`config.mk`:
```
export PLATFORM = sky130hd
export DESIGN_NAME = div_result_bcd
export DESIGN_NICKNAME = d
export VERILOG_FILES = /design/src/rtl/div_pkg.sv /design/src/rtl/bcd_dd_step.sv /design/src/rtl/div_result_bcd.sv
export SDC_FILE = /design/constraint.sdc
export NUM_CORES = 1
export LEC_CHECK = 0
export BUFFER_PORTS_ARGS = -buffer_cell sky130_fd_sc_hd__clkbuf_2
export CAP_MARGIN = 30
export CORE_UTILIZATION = 40
export CTS_CLUSTER_DIAMETER = 200
export DETAILED_ROUTE_END_ITERATION = 10
export PLACE_DENSITY = 0.65
export SYNTH_ARGS = -nofsm -noshare
export SYNTH_HDL_FRONTEND = slang
export SYNTH_SLANG_ARGS = --single-unit
```
`constraint.sdc`:
```
create_clock -name clk -period 3.1 [get_ports clk]
set_input_delay 0.775 -clock clk [delete_from_list [all_inputs] [get_ports clk]]
set_output_delay 0.775 -clock clk [all_outputs]
set_load 0.02 [all_outputs]
```
`src/rtl/div_pkg.sv`:
```
// div_pkg: shared types and constants for the divider-result BCD converter.
package div_pkg;
  typedef enum logic [1:0] {
    DIV_BCD_IDLE,
    DIV_BCD_CONV_Q,
    DIV_BCD_CONV_R,
    DIV_BCD_DONE
  } div_bcd_state_t;
  localparam int BCD_DIGITS = 3;
  localparam int BCD_W = 4 * BCD_DIGITS;
  localparam logic [3:0] DD_THRESH = 4'd5;
  localparam logic [3:0] DD_CORR = 4'd3;
endpackage

```
`src/rtl/bcd_dd_step.sv`:
```
// bcd_dd_step: one double-dabble iteration (add-3 correction, then shift in one bit).
module bcd_dd_step
  import div_pkg::*;
(
  input  logic [BCD_W-1:0] acc,
  input  logic             bit_in,
  output logic [BCD_W-1:0] acc_next
);
  logic [BCD_W-1:0] corr;
  for (genvar g = 0; g < BCD_DIGITS; g++) begin : g_digit
    assign corr[4*g+:4] = acc[4*g+:4] >= DD_THRESH ? acc[4*g+:4] + DD_CORR : acc[4*g+:4];
  end
  assign acc_next = (corr << 1) | {{(BCD_W-1){1'b0}}, bit_in};
endmodule

```
`src/rtl/div_result_bcd.sv`:
```
// div_result_bcd: converts a {remainder, quotient} divider result to packed BCD,
// quotient first then remainder, one bit per clock through a shared double-dabble step.
module div_result_bcd
  import div_pkg::*;
#(
  parameter int DW = 4
) (
  input  logic             clk,
  input  logic             n_rst,
  input  logic             in_valid,
  output logic             in_ready,
  input  logic [DW-1:0]    in_quo,
  input  logic [DW-1:0]    in_rem,
  output logic             out_valid,
  input  logic             out_ready,
  output logic [BCD_W-1:0] out_quo_bcd,
  output logic [BCD_W-1:0] out_rem_bcd,
  output logic             busy
);
  localparam logic [3:0] LAST = 4'(DW - 1);
  div_bcd_state_t state, state_nxt;
  logic [3:0] cnt;
  logic [DW-1:0] shift, hold;
  logic [BCD_W-1:0] acc, acc_step;
  logic accept, last;
  assign accept = in_valid && in_ready;
  assign last = cnt == LAST;
  bcd_dd_step u_step (
    .acc     (acc),
    .bit_in  (shift[DW-1]),
    .acc_next(acc_step)
  );
  always_ff @(posedge clk or negedge n_rst)
    if (!n_rst) state <= DIV_BCD_IDLE;
    else state <= state_nxt;
  always_comb begin
    state_nxt = state;
    case (state)
      DIV_BCD_IDLE:   state_nxt = in_valid ? DIV_BCD_CONV_Q : DIV_BCD_IDLE;
      DIV_BCD_CONV_Q: state_nxt = last ? DIV_BCD_CONV_R : DIV_BCD_CONV_Q;
      DIV_BCD_CONV_R: state_nxt = last ? DIV_BCD_DONE : DIV_BCD_CONV_R;
      DIV_BCD_DONE:   state_nxt = !out_ready ? DIV_BCD_DONE : in_valid ? DIV_BCD_CONV_Q : DIV_BCD_IDLE;
      default:        state_nxt = DIV_BCD_IDLE;
    endcase
  end
  always_comb begin
    in_ready  = state == DIV_BCD_IDLE || (state == DIV_BCD_DONE && out_ready);
    busy      = state == DIV_BCD_CONV_Q || state == DIV_BCD_CONV_R;
    out_valid = state == DIV_BCD_DONE;
  end
  // The last step of each phase bypasses acc and lands directly in the output register.
  always_ff @(posedge clk or negedge n_rst)
    if (!n_rst) begin
      cnt         <= '0;
      shift       <= '0;
      hold        <= '0;
      acc         <= '0;
      out_quo_bcd <= '0;
      out_rem_bcd <= '0;
    end else if (accept) begin
      hold  <= in_rem;
      shift <= in_quo;
      acc   <= '0;
      cnt   <= '0;
    end else if (busy && last) begin
      shift <= hold;
      acc   <= '0;
      cnt   <= '0;
      if (state == DIV_BCD_CONV_Q) out_quo_bcd <= acc_step;
      else out_rem_bcd <= acc_step;
    end else if (busy) begin
      acc   <= acc_step;
      shift <= shift << 1;
      cnt   <= cnt + 4'd1;
    end
endmodule

```
==> metrics.txt, run 1 <==
Max Cap Viol=0; CTS tree=built; post-synthesis cell area=0.002406 mm^2; synth top area cells=dfrtp_1, ha_1, mux2i_1, mux2_2, a21oi_1; area of the die=0.006329 mm^2; Final setup viols=0; R2R depth=6; post-route ant nets=0; clk buf depth=2; post-place setup slack=847.8 ps; endpoint class of the critical path=output port; Num CTS Buffers=5; unrepaired setup endpoints after global routing=no; Syn Inst Count=222; wire length per cell=13.28 um; Iter 0 DRT Violations=between 80 and 90; clk slew on worst S/H paths=90 ps; Antenna Cells=0; CP arrival=1620 ps; worst hold path type=in -> async; status=finished, final reports clean; FMAX=416.7 MHz; Die Ht=79.56 um; hold_buf cts=0; maximum number of pins on one net before global-route repair=39; crit-path max FO=27; worst vdd ir=0.4703 mV; Clock Latency Late Sink=300 ps; Post-Syn Area per Cell=10.84 um^2; min cycle time layout=2400 ps; dpl hpwl=between 3 and 4 mm; Yosys cell types=33; buffers added on ports=38; H-tree depth=2; Avg Vias per Cell=4.994; Die Wd=79.56 um; CP Launch Type=flop; Req. time, crit path=2320 ps; antenna violations before repair=0; Layout Area Growth over Synthesis=16.90%; Final GP Congestion=around 0.76; vias in the first global route=1655; worst setup path class=reg -> out; cell area power density=940.2 mW/mm^2; Core Footprint=between 0.005 and 0.006 mm^2; Final WS setup=700.4 ps; Worst Clk Skew=7.312 ps; routed via count=1683; Syn Nets=between 200 and 250; Final Hold Fails=0; layout cell share with drive strength beyond 1=24.15%; Leakage=roughly 1.3 nW; Worst-Margin Slew=742.1 ps; Tot Pwr=2.645 mW; first-pass GRT wire length=about 7.7 mm; IO Count=39; Post-CTS Resized=0; GRT Util Overall=15.72%; Slew headroom=between 50% and 60%; register area share after synthesis=52.00%; Pre-antenna DRT Iters=4; Final Net Count=289; clock sink count=50; setup bufs post-CTS=0; cell taking the most area after synthesis=dfrtp_1; share of the synthesized area in the top cell type=52.00%; final count of pins violating max slew=0; Row Count=27; drc violations=0; Routed WL=around 4.5 mm; Synth Warn #=0; CTS Root Cell=clkbuf_8; initial core utilization=42.65%; grt total ovfl=0; Synth Register Bits=50; Setup TNS=0 ps; final period utilization=about 77%
[cells by family (layout without fill, tap and decap cells)]
logic type,Yosys count,in the layout,share of synthesized area (%)
buffers and inverters,29,72,4.992
adder cells (fa/ha/maj),13,13,6.760
AO/OA/AOI/OAI,55,55,15.24
XOR/XNOR,4,4,1.456
multiplexers,21,21,9.205
flip-flops,50,50,52.00
AND/OR/NAND/NOR,50,50,10.35
[worst max-delay path, cell delays in order (launching register included)]
cell and delay (ps):
dfrtp_1 400, inv_1 100, ha_1 300, buf_4 290, clkbuf_2 230
[cells in the final DEF, fill, tap and decap left out, types with 4 or more instances in the layout]
cell type	instances
o32ai_1	8
o21ai_0	14
inv_1	18
mux2i_1	12
ha_1	13
a21oi_1	15
clkbuf_2	38
buf_4	7
nand2b_1	4
nor2_1	17
a21o_1	4
nand2_1	15
mux2_2	9
dfrtp_1	50
nor3b_1	5
clkbuf_8	5
[through the flow]
stage | instance area (um^2) | utilization (%) | hold WS (ps) | cells
floorplan | 2406 | - | 479.4 | 222
CTS | 2793 | 49.50 | 492.1 | 336
global placement | 2686 | 47.62 | 464.3 | 328
finish | 2813 | 49.86 | 322.9 | 337
global route | 2813 | 49.86 | 315.3 | 337
detailed placement | 2686 | 47.62 | 471.2 | 328
[report_power, final]
| part | switching (mW) | total, mW | internal (mW) |
|---|---|---|---|
| Combinational | 0.705 | 1.18 | 0.475 |
| Clock | 0.204 | 0.445 | 0.242 |
| Sequential | 0.150 | 1.02 | 0.869 |
[flip-flops by register name, summed over array words and instances, names as in the netlist]
register / count
shift: 4
hold: 4
out_rem_bcd: 12
state: 2
cnt: 4
out_quo_bcd: 12
acc: 12
[routing by layer]
layer / track usage (%) / vias to the layer above / wire length (um)
met5: 0 / - / 0
met4: 6.000 / 0 / 76
met3: 2.400 / 6 / 127
met2: 25.73 / 24 / 2091
met1: 20.90 / 793 / 2180
li1: - / 860 / -
[cell usage after synthesis]
master     count
a211oi_1       3
a211oi_4       1
a21o_1         4
a21oi_1       15
a221oi_1       1
a2bb2oi_1      1
a31oi_1        1
a32oi_1        3
and2_1         1
buf_2          3
buf_6          1
clkbuf_1       7
dfrtp_1       50
ha_1          13
inv_1         18
mux2_2         9
mux2i_1       12
nand2_1       15
nand2b_1       4
nand3_1        1
nand4_1        1
nor2_1        17
nor2b_1        3
nor3b_1        5
nor3b_2        1
o21ai_0       14
o22ai_1        1
o31ai_1        3
o32ai_1        8
or3_1          1
or3_4          1
xnor2_1        3
xor2_1         1
[layout make-up]
cell class | instances | area [um^2]
clock buffers | 7 | 76.32
clock inverters | 1 | 30.03
fillers | 521 | 2829
inverters | 18 | 67.56
multi-input cells | 143 | 1035
flip-flops and latches | 50 | 1251
well taps | 72 | 90.09
repair buffers | 46 | 262.8
[final timing paths]
check,startpoint,to,slack [ps]
worst max-delay path,state[0],busy,700
worst min-delay path,n_rst,acc[7],320
worst max register to register,state[0],acc[4],1050
worst min register to register,out_quo_bcd[9],out_quo_bcd[9],480
max in group asynchronous,n_rst,cnt[0],2350
min in group clk,out_quo_bcd[9],out_quo_bcd[9],480
No activity file was read; power rests on OpenSTA's default activity.
==> run 2: changes to the inputs <==
==> constraint.sdc (replaced) <==
create_clock -name clk -period 2.3 [get_ports clk]
set_input_delay 0.575 -clock clk [delete_from_list [all_inputs] [get_ports clk]]
set_output_delay 0.575 -clock clk [all_outputs]
set_load 0.02 [all_outputs]
==> run 2 against run 1 <==
Via count rose by 1.3%; combinational power rose by 38%; count of clock-buffer cells in the layout fell by 2; power rose by 32%; die area did not move; global-route usage rose by 1.3 points; core utilization fell by 0.58 points; non-clock buffer count rose by 1; critical path depth fell by 1; worst hold slack got worse by 76 ps; final cell count did not move; highest routed layer unchanged.
==> metrics.txt, run 2 (same netlist as run 1, synthesis figures left out) <==
Layout fillers=between 500 and 600; Tot Pwr=3.499 mW; drc violations=0; Worst Clk Skew=4.329 ps; grt total ovfl=0; Die Wd=79.56 um; setup bufs post-CTS=0; buffers added on ports=38; area of the die=0.006329 mm^2; Combinational Power Share=46.7%; crit-path max FO=4; Layout Area Growth over Synthesis=15.55%; Final Hold Fails=0; clock sink count=50; commonest non-fill, non-tap cell in the layout=dfrtp_1; GRT Util Overall=between 10% and 20%; Final Net Count=290; cell area power density=approximately 1300 mW/mm^2; worst setup path class=reg -> out; min cycle time layout=1955 ps; Switching Fraction=approximately two fifths; IO Count=39; Leakage=1.301 nW; worst vdd ir=0.4702 mV; final period utilization=85.02%; post-route design area=0.002780 mm^2; H-tree depth=2; Worst-Margin Slew=549.5 ps; status=finished, final reports clean; Sw Pwr=1.458 mW; wire length per cell=between 10 and 15 um; clock network power share=roughly 14%; clk slew on worst S/H paths=90 ps; Slew headroom=63.37%; CTS tree=built; Pint=2.040 mW; unrepaired setup endpoints after global routing=no; Num CTS Buffers=5; Core Footprint=0.005642 mm^2; dpl hpwl=about 3.3 mm; post-route ant nets=0; CP Launch Type=flop; Final GP Congestion=0.8224; maximum number of pins on one net before global-route repair=24; endpoint class of the critical path=output port; FMAX=511.4 MHz; Regs by FF count=acc x12, out_quo_bcd x12, out_rem_bcd x12; Antenna Cells=0; fin cells=roughly 340; clk buf depth=2; Post-CTS Resized=0; antenna violations before repair=0; Req. time, crit path=approximately 1700 ps; Seq pwr share=between 30% and 40%; placed cell area=0.002701 mm^2; Final setup viols=0; routed via count=~1700; Pre-antenna DRT Iters=4; Max Cap Viol=0; worst hold path type=in -> async; layout cell share with drive strength beyond 1=24.91%; first-pass GRT wire length=8.176 mm; hold_buf cts=0; CTS Root Cell=clkbuf_8; CP arrival=1380 ps; Clock Latency Late Sink=300 ps; number of instances in the placed design=330; commonest non-fill, non-tap cells in the layout=dfrtp_1, clkbuf_2, inv_1; vias in the first global route=1697; Row Count=27; Setup TNS=0 ps; final count of pins violating max slew=0; initial core utilization=a little over two fifths; Iter 0 DRT Violations=108; Routed WL=4.638 mm; Avg Vias per Cell=5.059; Die Ht=79.56 um
==> run 2: changes by cell type in the layout (fill, tap and decap cells not counted), sizes merged <==
cell | before | now
clkinv | 0 | 2
buf | 8 | 9
clkbuf | 45 | 43
bufinv | 1 | 0
==> run 2: final cells by class <==
class                      count  area [um^2]  area share, %
clock buffer                   5        68.82          2.475
timing repair buffer          47        257.7          9.271
sequential                    50         1251          45.00
inverter                      18        67.56          2.430
multi-input combinational    143         1035          37.22
clock inverter                 2        10.01         0.3600
tap                           72        90.09          3.240
==> run 2: power groups by stage <==
stage | clock network [mW] | logic, mW | registers, mW
after floorplan | 0 | 1.06 | 1.51
after global placement | 0 | 1.62 | 1.39
after detailed placement | 0 | 1.65 | 1.40
after CTS | 0.503 | 1.65 | 1.39
after global routing | 0.538 | 1.83 | 1.43
final | 0.483 | 1.63 | 1.38
==> run 2: per-layer routing <==
| layer | global-route usage, % | routed length, um | up-vias |
|---|---|---|---|
| li1 | - | - | 864 |
| met1 | 22.70 | 2273 | 798 |
| met2 | 26.41 | 2102 | 36 |
| met3 | 4.229 | 172 | 7 |
| met4 | 6.545 | 89 | 0 |
| met5 | 0 | 0 | - |
==> run 2: metrics by stage <==
stage,utilization [%],worst slack [ps],hold slack (ps)
after floorplan,-,195.8,279.4
after global placement,47.88,372.3,461.4
after detailed placement,47.88,360.0,470.7
after CTS,49.28,330.7,263.3
after global routing,49.28,239.9,282.4
final,49.28,344.6,246.8
==> run 2: critical path, stage by stage (launching register included) <==
cell and delay [ps]:
dfrtp_1 420, ha_1 260, a21o_1 230, clkbuf_2 170
==> run 2: path summary, 6_finish.rpt <==
path,start,endpoint,slack (ps),cells past startpoint
min in group clk,in_quo[3],shift[3],480,2
min,n_rst,hold[2],250,1
min reg2reg,out_quo_bcd[5],out_quo_bcd[5],480,2
max in group asynchronous,n_rst,out_rem_bcd[1],1440,2
max,state[0],in_ready,340,3
max reg2reg,state[0],acc[8],390,6
==> run 3: changes to the inputs <==
--- a/config.mk
+++ b/config.mk
@@ -10,7 +10,7 @@
 export CORE_UTILIZATION = 40
 export CTS_CLUSTER_DIAMETER = 200
 export DETAILED_ROUTE_END_ITERATION = 10
-export PLACE_DENSITY = 0.65
+export PLACE_DENSITY = 0.67
 export SYNTH_ARGS = -nofsm -noshare
 export SYNTH_HDL_FRONTEND = slang
 export SYNTH_SLANG_ARGS = --single-unit
==> constraint.sdc (replaced) <==
create_clock -name clk -period 1.7 [get_ports clk]
set_input_delay 0.425 -clock clk [delete_from_list [all_inputs] [get_ports clk]]
set_output_delay 0.425 -clock clk [all_outputs]
set_load 0.02 [all_outputs]
==> run 3 against run 2 <==
Sequential power up 38%; the run now ends with setup timing left; sequential cell count unchanged; critical endpoint unchanged; worst hold slack worse by 150 ps; clock power up 51%; sequential share of layout area down 5.4 points; critical path depth up 2; count of clock-buffer cells in the layout unchanged; largest power group unchanged; final area up 14%; via count up 6.1%; highest routed layer unchanged.
==> metrics.txt, run 3 (same netlist as run 1, synthesis figures left out) <==
Tot Pwr=5.560 mW; CTS tree=built; CTS Root Cell=clkbuf_8; Layout fillers=489; clock sink count=50; Routed WL=4.946 mm; drc violations=0; GRT met2 Usage=26.67%; Max Cap Viol=0; Final WS setup=-80.70 ps; vias in the first global route=1739; Antenna Cells=0; area of the die=between 0.006 and 0.007 mm^2; H-tree depth=2; Worst-Margin Slew=341.8 ps; Num CTS Buffers=5; Final GP Congestion=0.8074; commonest non-fill, non-tap cell in the layout=dfrtp_1; status=complete, but fails checks; Core Footprint=0.005642 mm^2; CP Launch Type=flop; wire length per cell=13.93 um; Regs by FF count=acc x12, out_quo_bcd x12, out_rem_bcd x12; busiest layer in global routing=met2; Layout Area Growth over Synthesis=31.41%; CP arrival=1360 ps; Avg Vias per Cell=approximately 5.1; Final Hold Fails=0; endpoint class of the critical path=output port; routed via count=1809; maximum number of pins on one net before global-route repair=51; area of the multi-input gates=0.001192 mm^2; final period utilization=104.7%; Pre-antenna DRT Iters=4; final count of pins violating max slew=0; Clock Latency Late Sink=roughly 310 ps; dpl hpwl=~3.3 mm; FF-to-FF Start=state[1]; Row Count=27; commonest non-fill, non-tap cells in the layout=dfrtp_1, clkbuf_2, buf_4; cell area power density=approximately 1800 mW/mm^2; buffers added on ports=38; clk buf depth=2; clk slew on worst S/H paths=approximately 100 ps; unrepaired setup endpoints after global routing=yes; initial core utilization=42.65%; post-place setup slack=-37.14 ps; hold_buf cts=0; antenna violations before repair=0; worst vdd ir=0.8034 mV; Req. time, crit path=1270 ps; Worst Clk Skew=13.10 ps; Leakage=1.446 nW; Iter 0 DRT Violations=105; Die Ht=79.56 um; Critical path origin=state[1]; register area=0.001251 mm^2; Final setup viols=4; worst setup path class=reg -> out; worst hold path type=in -> async; crit-path max FO=3; IO Count=39; min cycle time layout=1781 ps; global-route met1 utilization=24.30%; grt total ovfl=0; Final Net Count=307; GRT Util Overall=17.44%; Slew headroom=77.05%; Die Wd=79.56 um; layout cell share with drive strength beyond 1=40.28%; post-route ant nets=0; met3 GRT Util=3.543%; FMAX=561.6 MHz; failing checks=setup timing; first-pass GRT wire length=8.355 mm
run 3: cell types whose count changed in the layout (fill, tap and decap cells not counted), sizes merged:
cell / before / now
inv: 18 / 20
buf: 9 / 28
clkbuf: 43 / 41
clkinv: 2 / 1
run 3: timing repair:
action | in CTS | in global routing
hold endpoints to repair | 0 | 0
setup endpoints to repair | 24 | 38
cloned | 1 | 1
pin swaps | 3 | 1
resized for setup | 6 | 36
buffers inserted | 4 | 2
run 3: worst paths after layout:
kind	endpoint	slack, ps	cells after the start
hold reg to reg	out_quo_bcd[9]	480	2
setup reg to reg	out_rem_bcd[1]	-20	8
min in group clk	shift[2]	320	2
setup / recovery	in_ready	-80	5
hold / removal	hold[2]	90	2
max in group asynchronous	out_rem_bcd[1]	1370	2
run 3: per-layer routing:
| layer | wire length (um) | up-vias |
|---|---|---|
| li1 | - | 893 |
| met5 | 0 | - |
| met4 | 96 | 0 |
| met2 | 2336 | 34 |
| met3 | 173 | 9 |
| met1 | 2339 | 873 |
run 3: area by class of cell:
| class | count | area share [%] |
|---|---|---|
| clock inverters | 3 | 0.8310 |
| multi-input cells | 143 | 37.71 |
| well taps | 72 | 2.849 |
| inverters | 18 | 2.137 |
| clock buffers | 5 | 2.176 |
| repair buffers | 64 | 14.72 |
| flip-flops and latches | 50 | 39.57 |
run 3: power breakdown:
group	leakage [nW]	internal (mW)	switching (mW)
logic	0.737	1.40	1.54
clock network	0.0491	0.303	0.424
registers	0.660	1.58	0.311
run 3: worst max-delay path, cell delays in order (launching register included):
cell and delay (ps):
dfrtp_1 400, inv_2 60, buf_6 120, ha_4 140, a21o_4 200, buf_8 130
run 3: through the flow:
stage | util (%) | TNS [ps] | hold slack, ps | instances | instance area, um^2
after floorplan | - | -664.0 | 129.4 | 222 | 2442
after global placement | 50.21 | 0 | 437.3 | 340 | 2833
after detailed placement | 50.21 | -170.8 | 437.7 | 340 | 2833
after CTS | 53.45 | -252.3 | 95.69 | 353 | 3015
after global routing | 56.04 | -890.0 | 114.5 | 355 | 3162
final | 56.04 | -127.1 | 92.28 | 355 | 3162
